File: src/rtl/mem_access_stage_pkg.sv
// rtl/mem_access_stage_pkg.sv - shared funct3 codes, state encodings and width codes
package mem_access_stage_pkg;

  localparam logic [2:0] FUNCT3_LB  = 3'b000;
  localparam logic [2:0] FUNCT3_LH  = 3'b001;
  localparam logic [2:0] FUNCT3_LW  = 3'b010;
  localparam logic [2:0] FUNCT3_LBU = 3'b100;
  localparam logic [2:0] FUNCT3_LHU = 3'b101;
  localparam logic [2:0] FUNCT3_SB  = 3'b000;
  localparam logic [2:0] FUNCT3_SH  = 3'b001;
  localparam logic [2:0] FUNCT3_SW  = 3'b010;

  localparam logic [1:0] ST_IDLE = 2'd0;
  localparam logic [1:0] ST_BUS  = 2'd1;
  localparam logic [1:0] ST_RESP = 2'd2;

  localparam logic [1:0] WIDTH_B = 2'd0;
  localparam logic [1:0] WIDTH_H = 2'd1;
  localparam logic [1:0] WIDTH_W = 2'd2;

  // Unlisted funct3 values fall back to a full word access.
  function automatic logic [1:0] width_of(input logic [2:0] f3);
    case (f3[1:0])
      2'b00:   width_of = WIDTH_B;
      2'b01:   width_of = WIDTH_H;
      default: width_of = WIDTH_W;
    endcase
  endfunction

endpackage

File: src/rtl/mem_access_stage_lane_fmt.sv
// rtl/mem_access_stage_lane_fmt.sv - store lane steering/strobes and load extraction/extension
module mem_access_stage_lane_fmt
  import mem_access_stage_pkg::*;
(
  input  logic [2:0]  st_funct3,
  input  logic [1:0]  st_lane,
  input  logic [31:0] st_data,
  output logic [31:0] st_wdata,
  output logic [3:0]  st_wstrb,
  input  logic [2:0]  ld_funct3,
  input  logic [1:0]  ld_lane,
  input  logic [31:0] ld_rdata,
  output logic [31:0] ld_data
);

  logic [31:0] ld_word;

  always_comb begin
    st_wdata = st_data;
    st_wstrb = 4'b1111;
    case (width_of(st_funct3))
      WIDTH_B: begin
        st_wdata = {4{st_data[7:0]}};
        st_wstrb = 4'b0001 << st_lane;
      end
      WIDTH_H: begin
        st_wdata = {2{st_data[15:0]}};
        st_wstrb = st_lane[1] ? 4'b1100 : 4'b0011;
      end
      default: ;
    endcase
  end

  // Rotating the word brings the addressed lane to bit 0; a half at lane 3 wraps onto lane 0.
  always_comb begin
    ld_word = 32'({ld_rdata, ld_rdata} >> {ld_lane, 3'b000});
    case (width_of(ld_funct3))
      WIDTH_B: ld_data = ld_funct3[2] ? {24'd0, ld_word[7:0]}
                                      : {{24{ld_word[7]}}, ld_word[7:0]};
      WIDTH_H: ld_data = ld_funct3[2] ? {16'd0, ld_word[15:0]}
                                      : {{16{ld_word[15]}}, ld_word[15:0]};
      default: ld_data = ld_rdata;
    endcase
  end

endmodule

File: src/rtl/mem_access_stage.sv
// rtl/mem_access_stage.sv - RV32I memory-access stage; optional MEM_ACCESS_MISALIGN_CHECK_EN adds misaligned output
module mem_access_stage
  import mem_access_stage_pkg::*;
#(
  parameter int unsigned ACK_TIMEOUT = 255,
  parameter int unsigned ADDR_W      = 32
) (
  input  logic              clk,
  input  logic              reset,
  input  logic              req,
  input  logic              rd_mem,
  input  logic              wr_mem,
  input  logic [ADDR_W-1:0] rd_mem_addr,
  input  logic [ADDR_W-1:0] wr_mem_addr,
  input  logic [31:0]       wr_mem_data,
  input  logic [2:0]        funct3,
  input  logic [31:0]       result,
  output logic              bus_req,
  output logic              bus_we,
  output logic [ADDR_W-1:0] bus_addr,
  output logic [31:0]       bus_wdata,
  output logic [3:0]        bus_wstrb,
  input  logic [31:0]       bus_rdata,
  input  logic              bus_ack,
  output logic [31:0]       wb_data,
  output logic              done,
  output logic              busy,
  output logic              bus_err
`ifdef MEM_ACCESS_MISALIGN_CHECK_EN
  ,
  output logic              misaligned
`endif
);

  localparam int unsigned CNT_W = (ACK_TIMEOUT < 2) ? 1 : $clog2(ACK_TIMEOUT + 1);

  logic [1:0]        state_q;
  logic [CNT_W-1:0]  cnt_q;
  logic [2:0]        funct3_q;
  logic [1:0]        lane_q;
  logic [ADDR_W-1:0] cap_addr;
  logic              is_mem;
  logic              timeout_hit;
  logic [31:0]       st_wdata;
  logic [3:0]        st_wstrb;
  logic [31:0]       ld_data;

  // Stores win when both request flags are set.
  assign cap_addr    = wr_mem ? wr_mem_addr : rd_mem_addr;
  assign is_mem      = rd_mem | wr_mem;
  assign timeout_hit = (ACK_TIMEOUT != 0) && ((32'(cnt_q) + 32'd1) >= ACK_TIMEOUT);
  assign busy        = (state_q != ST_IDLE);

`ifdef MEM_ACCESS_MISALIGN_CHECK_EN
  logic mis_req;
  assign mis_req = ((width_of(funct3) == WIDTH_H) && cap_addr[0]) ||
                   ((width_of(funct3) == WIDTH_W) && (cap_addr[1:0] != 2'b00));
`endif

  mem_access_stage_lane_fmt u_lane_fmt (
    .st_funct3 (funct3),
    .st_lane   (cap_addr[1:0]),
    .st_data   (wr_mem_data),
    .st_wdata  (st_wdata),
    .st_wstrb  (st_wstrb),
    .ld_funct3 (funct3_q),
    .ld_lane   (lane_q),
    .ld_rdata  (bus_rdata),
    .ld_data   (ld_data)
  );

  always_ff @(posedge clk or negedge reset) begin
    if (!reset) begin
      state_q    <= ST_IDLE;
      cnt_q      <= '0;
      funct3_q   <= 3'd0;
      lane_q     <= 2'd0;
      bus_req    <= 1'b0;
      bus_we     <= 1'b0;
      bus_addr   <= '0;
      bus_wdata  <= 32'd0;
      bus_wstrb  <= 4'd0;
      wb_data    <= 32'd0;
      done       <= 1'b0;
      bus_err    <= 1'b0;
`ifdef MEM_ACCESS_MISALIGN_CHECK_EN
      misaligned <= 1'b0;
`endif
    end else begin
      done <= 1'b0;
      case (state_q)
        ST_IDLE: begin
          if (req) begin
            funct3_q <= funct3;
            lane_q   <= cap_addr[1:0];
            bus_err  <= 1'b0;
`ifdef MEM_ACCESS_MISALIGN_CHECK_EN
            misaligned <= 1'b0;
`endif
            if (!is_mem) begin
              wb_data <= result;
              done    <= 1'b1;
              state_q <= ST_RESP;
            end
`ifdef MEM_ACCESS_MISALIGN_CHECK_EN
            else if (mis_req) begin
              misaligned <= 1'b1;
              wb_data    <= 32'd0;
              done       <= 1'b1;
              state_q    <= ST_RESP;
            end
`endif
            else begin
              bus_req   <= 1'b1;
              bus_we    <= wr_mem;
              bus_addr  <= {cap_addr[ADDR_W-1:2], 2'b00};
              bus_wdata <= wr_mem ? st_wdata : 32'd0;
              bus_wstrb <= wr_mem ? st_wstrb : 4'd0;
              cnt_q     <= '0;
              state_q   <= ST_BUS;
            end
          end
        end
        ST_BUS: begin
          // An ack arriving on the timeout cycle still completes normally.
          if (bus_ack) begin
            bus_req <= 1'b0;
            wb_data <= bus_we ? 32'd0 : ld_data;
            done    <= 1'b1;
            state_q <= ST_RESP;
          end else if (timeout_hit) begin
            bus_req <= 1'b0;
            bus_err <= 1'b1;
            wb_data <= 32'd0;
            done    <= 1'b1;
            state_q <= ST_RESP;
          end else if (cnt_q != '1) begin
            cnt_q <= cnt_q + CNT_W'(1);
          end
        end
        ST_RESP: state_q <= ST_IDLE;
        default: state_q <= ST_IDLE;
      endcase
    end
  end

endmodule

File: config.mk
export PLATFORM = sky130hd
export DESIGN_NAME = mem_access_stage
export DESIGN_NICKNAME = d
export VERILOG_FILES = /design/src/rtl/mem_access_stage_pkg.sv /design/src/rtl/mem_access_stage_lane_fmt.sv /design/src/rtl/mem_access_stage.sv
export SDC_FILE = /design/constraint.sdc
export NUM_CORES = 1
export LEC_CHECK = 0
export CELL_PAD_IN_SITES_DETAIL_PLACEMENT = 0
export CELL_PAD_IN_SITES_GLOBAL_PLACEMENT = 1
export CORE_AREA = 2 2 155 157
export DETAILED_ROUTE_END_ITERATION = 10
export DIE_AREA = 0 0 157 159
export GPL_TIMING_DRIVEN = 1
export PLACE_DENSITY = 0.79
export SLEW_MARGIN = 40
export SYNTH_ARGS = -nofsm -noshare
export SYNTH_HDL_FRONTEND = slang
export SYNTH_HIERARCHICAL = 1
export SYNTH_SLANG_ARGS = --single-unit
File: constraint.sdc
create_clock -name clk -period 1.8 [get_ports clk]
set_input_delay 0.36 -clock clk [delete_from_list [all_inputs] [get_ports clk]]
set_output_delay 0.36 -clock clk [all_outputs]
set_load 0.01 [all_outputs]
==> results of run 1 <==
[power by group through the flow]
| stage | combinational [mW] | clock, mW | sequential, mW |
|---|---|---|---|
| 3_5_place_dp | 6.69 | 0 | 4.36 |
| 5_1_grt | 7.50 | 3.64 | 4.49 |
| 4_1_cts | 6.76 | 3.53 | 4.35 |
| 6_report | 6.98 | 3.43 | 4.35 |
| 3_3_place_gp | 6.61 | 0 | 4.35 |
| 2_1_floorplan | 2.86 | 0 | 4.66 |
[through the flow]
step           setup slack [ps]  area, sq um  instances  hold slack (ps)
2_1_floorplan             -54.0         6640        637             64.4
6_report                  -36.3        11000       1275            -1.88
3_3_place_gp               -230        10000       1230              460
5_1_grt                   -93.5        11000       1275             50.2
4_1_cts                 -0.0355        10700       1265             60.1
3_5_place_dp               -268        10000       1230              472
[path summary, 6_finish.rpt]
check	from	endpoint	cells after the start
worst max-delay path	cnt_q[0]	wb_data[31]	7
worst min-delay path	reset	wb_data[1]	2
worst max register to register	cnt_q[0]	wb_data[31]	7
worst min register to register	cnt_q[7]	cnt_q[7]	1
max in group asynchronous	reset	lane_q[0]	2
min in group clk	wr_mem	bus_addr[8]	3
[critical path, delay by kind of cell, from the launching register on]
kind,cells,cell delay (ps)
DFF,1,440
and+or+nand+nor,1,190
AOI/OAI and AO/OA,3,590
xor gates and xnor gates,1,200
buffers and inverters,2,290
[cell families after synthesis]
| family | Yosys count | share of synthesized area [%] |
|---|---|---|
| compound gates | 188 | 23.5 |
| xor+xnor | 2 | 0.547 |
| fa+ha+maj | 2 | 0.377 |
| buf+inv | 72 | 6.39 |
| flops | 117 | 44.1 |
| mux | 79 | 14.1 |
| other cells | 1 | 0.0565 |
| simple gates | 175 | 10.9 |
[flip-flops by register name, summed over array words and instances, names as in the netlist, 2 cells and up]
name       cells
cnt_q          8
bus_wdata     32
bus_addr      30
lane_q         2
state_q        2
funct3_q       3
bus_wstrb      4
wb_data       32
[per-layer routing]
metal | global-route usage [%] | wire [um] | share of wire [%]
met5 | 0 | 0 | 0
met4 | 5.05 | 356 | 1.5
met3 | 5.17 | 1830 | 7.8
met2 | 28.7 | 11100 | 48
met1 | 22.8 | 10000 | 43
[timing repair]
item,in CTS,in global routing
pin swaps,4,20
endpoints found under the setup margin,40,41
gates resized for setup,14,41
cloned,0,6
setup buffers,3,4
hold endpoints to repair,0,0
[area by class of cell]
type,instances,share of cell area (%)
multi-input combinational,448,31.5
clock buffer,17,3.87
timing repair buffer,352,32.6
clock inverter,15,1.41
inverter,7,0.239
tap,319,3.63
sequential,117,26.7
[layout by cell type, fill, tap and decap left out, types with 8 or more instances in the layout]
cell             count
buf_12              14
inv_6                9
o211ai_2             9
dfrtp_1            113
a22oi_1              8
buf_4               57
nand2_1            130
o21ai_1             26
clkbuf_16           21
clkdlybuf4s50_1    267
mux2i_1             38
o21ai_0             24
o221a_1             32
a2bb2oi_1           14
a22o_1              36
mux2_2              31
mux4_2               8
nand2_2             11
==> run summary, run 1 <==
LEAKAGE = 4.58 nW
R2R setup slack = -40 ps
Seq/Total Area, Yosys = 44.1%
Die width = 157 um
GPL Wtd Cong = 0.785
Cell taking the most area after synthesis = dfrtp_1
TritonCTS sink count = 117
Max_slew headroom = 50.9%
Worst Path Required = 2090 ps
CTS tree = yes
Share of cells above drive strength 1 = 22.1%
Ys flop type = dfrtp_1
Synth top area cells = dfrtp_1, nand2_1, mux2i_1
DR pass1 iterations = 4
Number of global-route vias before repair = 6,155
Antenna diode count = 0
Combinational power share = 47.3%
CP max FO = 11
RSZ-0062 raised after global routing = true
Part of the power in the clock network = 23.2%
FFs w/ async S/R, synth = 100%
Synth Cell Area = 0.00664 sq mm
GRT overflow = 0
Core Area = 0.0232 sq mm
Clock buffer depth = 2
CTS clk-pin slew, worst paths = 60 ps
FMAX = 545 MHz
TNS Setup = -384 ps
Post-synth EDFFs = 0
CP Launch Type = flop
Clock H-tree levels = 4
Min Tclk post-route = 1840 ps
First-pass GRT wire length = 34.4 mm
Wire per inst = 18.3 um
Largest net degree at the start of global routing = 118
Register area = 0.00293 sq mm
Post-detailed-routing wire length = 23.3 mm
I/O Buffers = 271
Hold_buf cts = 0
CP max-delay cell = dfrtp_2
Vias = 6,200
Biggest cell delay along the critical path = 440 ps
Post-synthesis cell type count = 55
Routed vias/inst = 4.86
Worst hold slack = -1.88 ps
Slew @ Worst Pin = 737 ps
Failing checks = hold timing, setup timing
Starting Density = 28.6%
Initial antenna violation count = 0
DIE HEIGHT = 159 um
Final Skew = 13.9 ps
Final setup viols = 23
DRC = 0
Worst-Skew Late Latency = 420 ps
Final Max Slew Viols = 0
HP Class = in2async
PwrDens = 1340 mW/mm^2
Fin. Hold Viols = 1
Tot Pwr = 14.8 mW
Max capacitance violation total = 0
ANT nets after route = 0
Post-synth top area share = 44.1%
Final period utilization = 102%
Drt initial violations = 293
Fillers = 2,191
Kind of critical path = reg2reg
Mapped Cells = 636
Sequential power share = 29.5%
Switching Share = 35.0%
Top post-synthesis cells by count = nand2_1, dfrtp_1, mux2i_1, a22o_1, o221a_1
Critical path, cell by cell = buf_6 > and3_4 > xnor2_4 > o211ai_4 > a21o_4 > buf_12 > o221a_1
Root Driver = clkbuf_16
Worst Setup Slack, final = -36.3 ps
Yosys warnings = 6
Switching power total = 5.16 mW
CTS buffer count = 17
Gr usage total = 17.7%
Outcome = finished with violations
Area growth, synth to finish = 65.6%
VDD IR max = 580 uV
Ports = 274
Number of cell rows = 56
Int Power = 9.60 mW
Area of the multi-input gates = 0.00347 sq mm
Nets = 1,114
Most common cell in the netlist = nand2_1
WP data arrival = 2130 ps
DPL Wire Length = 16.1 mm
Crit end category = flop
Average size of a mapped cell = 10.4 sq um
Number of synthesized register bits = 117
Die area = 0.0250 sq mm
Final Util = 47.4%
No activity file was read; power rests on OpenSTA's default activity.
==> inputs of run 2 (changes only) <==
--- a/config.mk
+++ b/config.mk
@@ -8,6 +8,7 @@
 export CELL_PAD_IN_SITES_DETAIL_PLACEMENT = 0
 export CELL_PAD_IN_SITES_GLOBAL_PLACEMENT = 1
 export CORE_AREA = 2 2 155 157
+export CTS_CLUSTER_DIAMETER = 50
 export DETAILED_ROUTE_END_ITERATION = 10
 export DIE_AREA = 0 0 157 159
 export GPL_TIMING_DRIVEN = 1
==> results of run 2 <==
The final DEF is identical to that of run 1; final timing and power are the same.
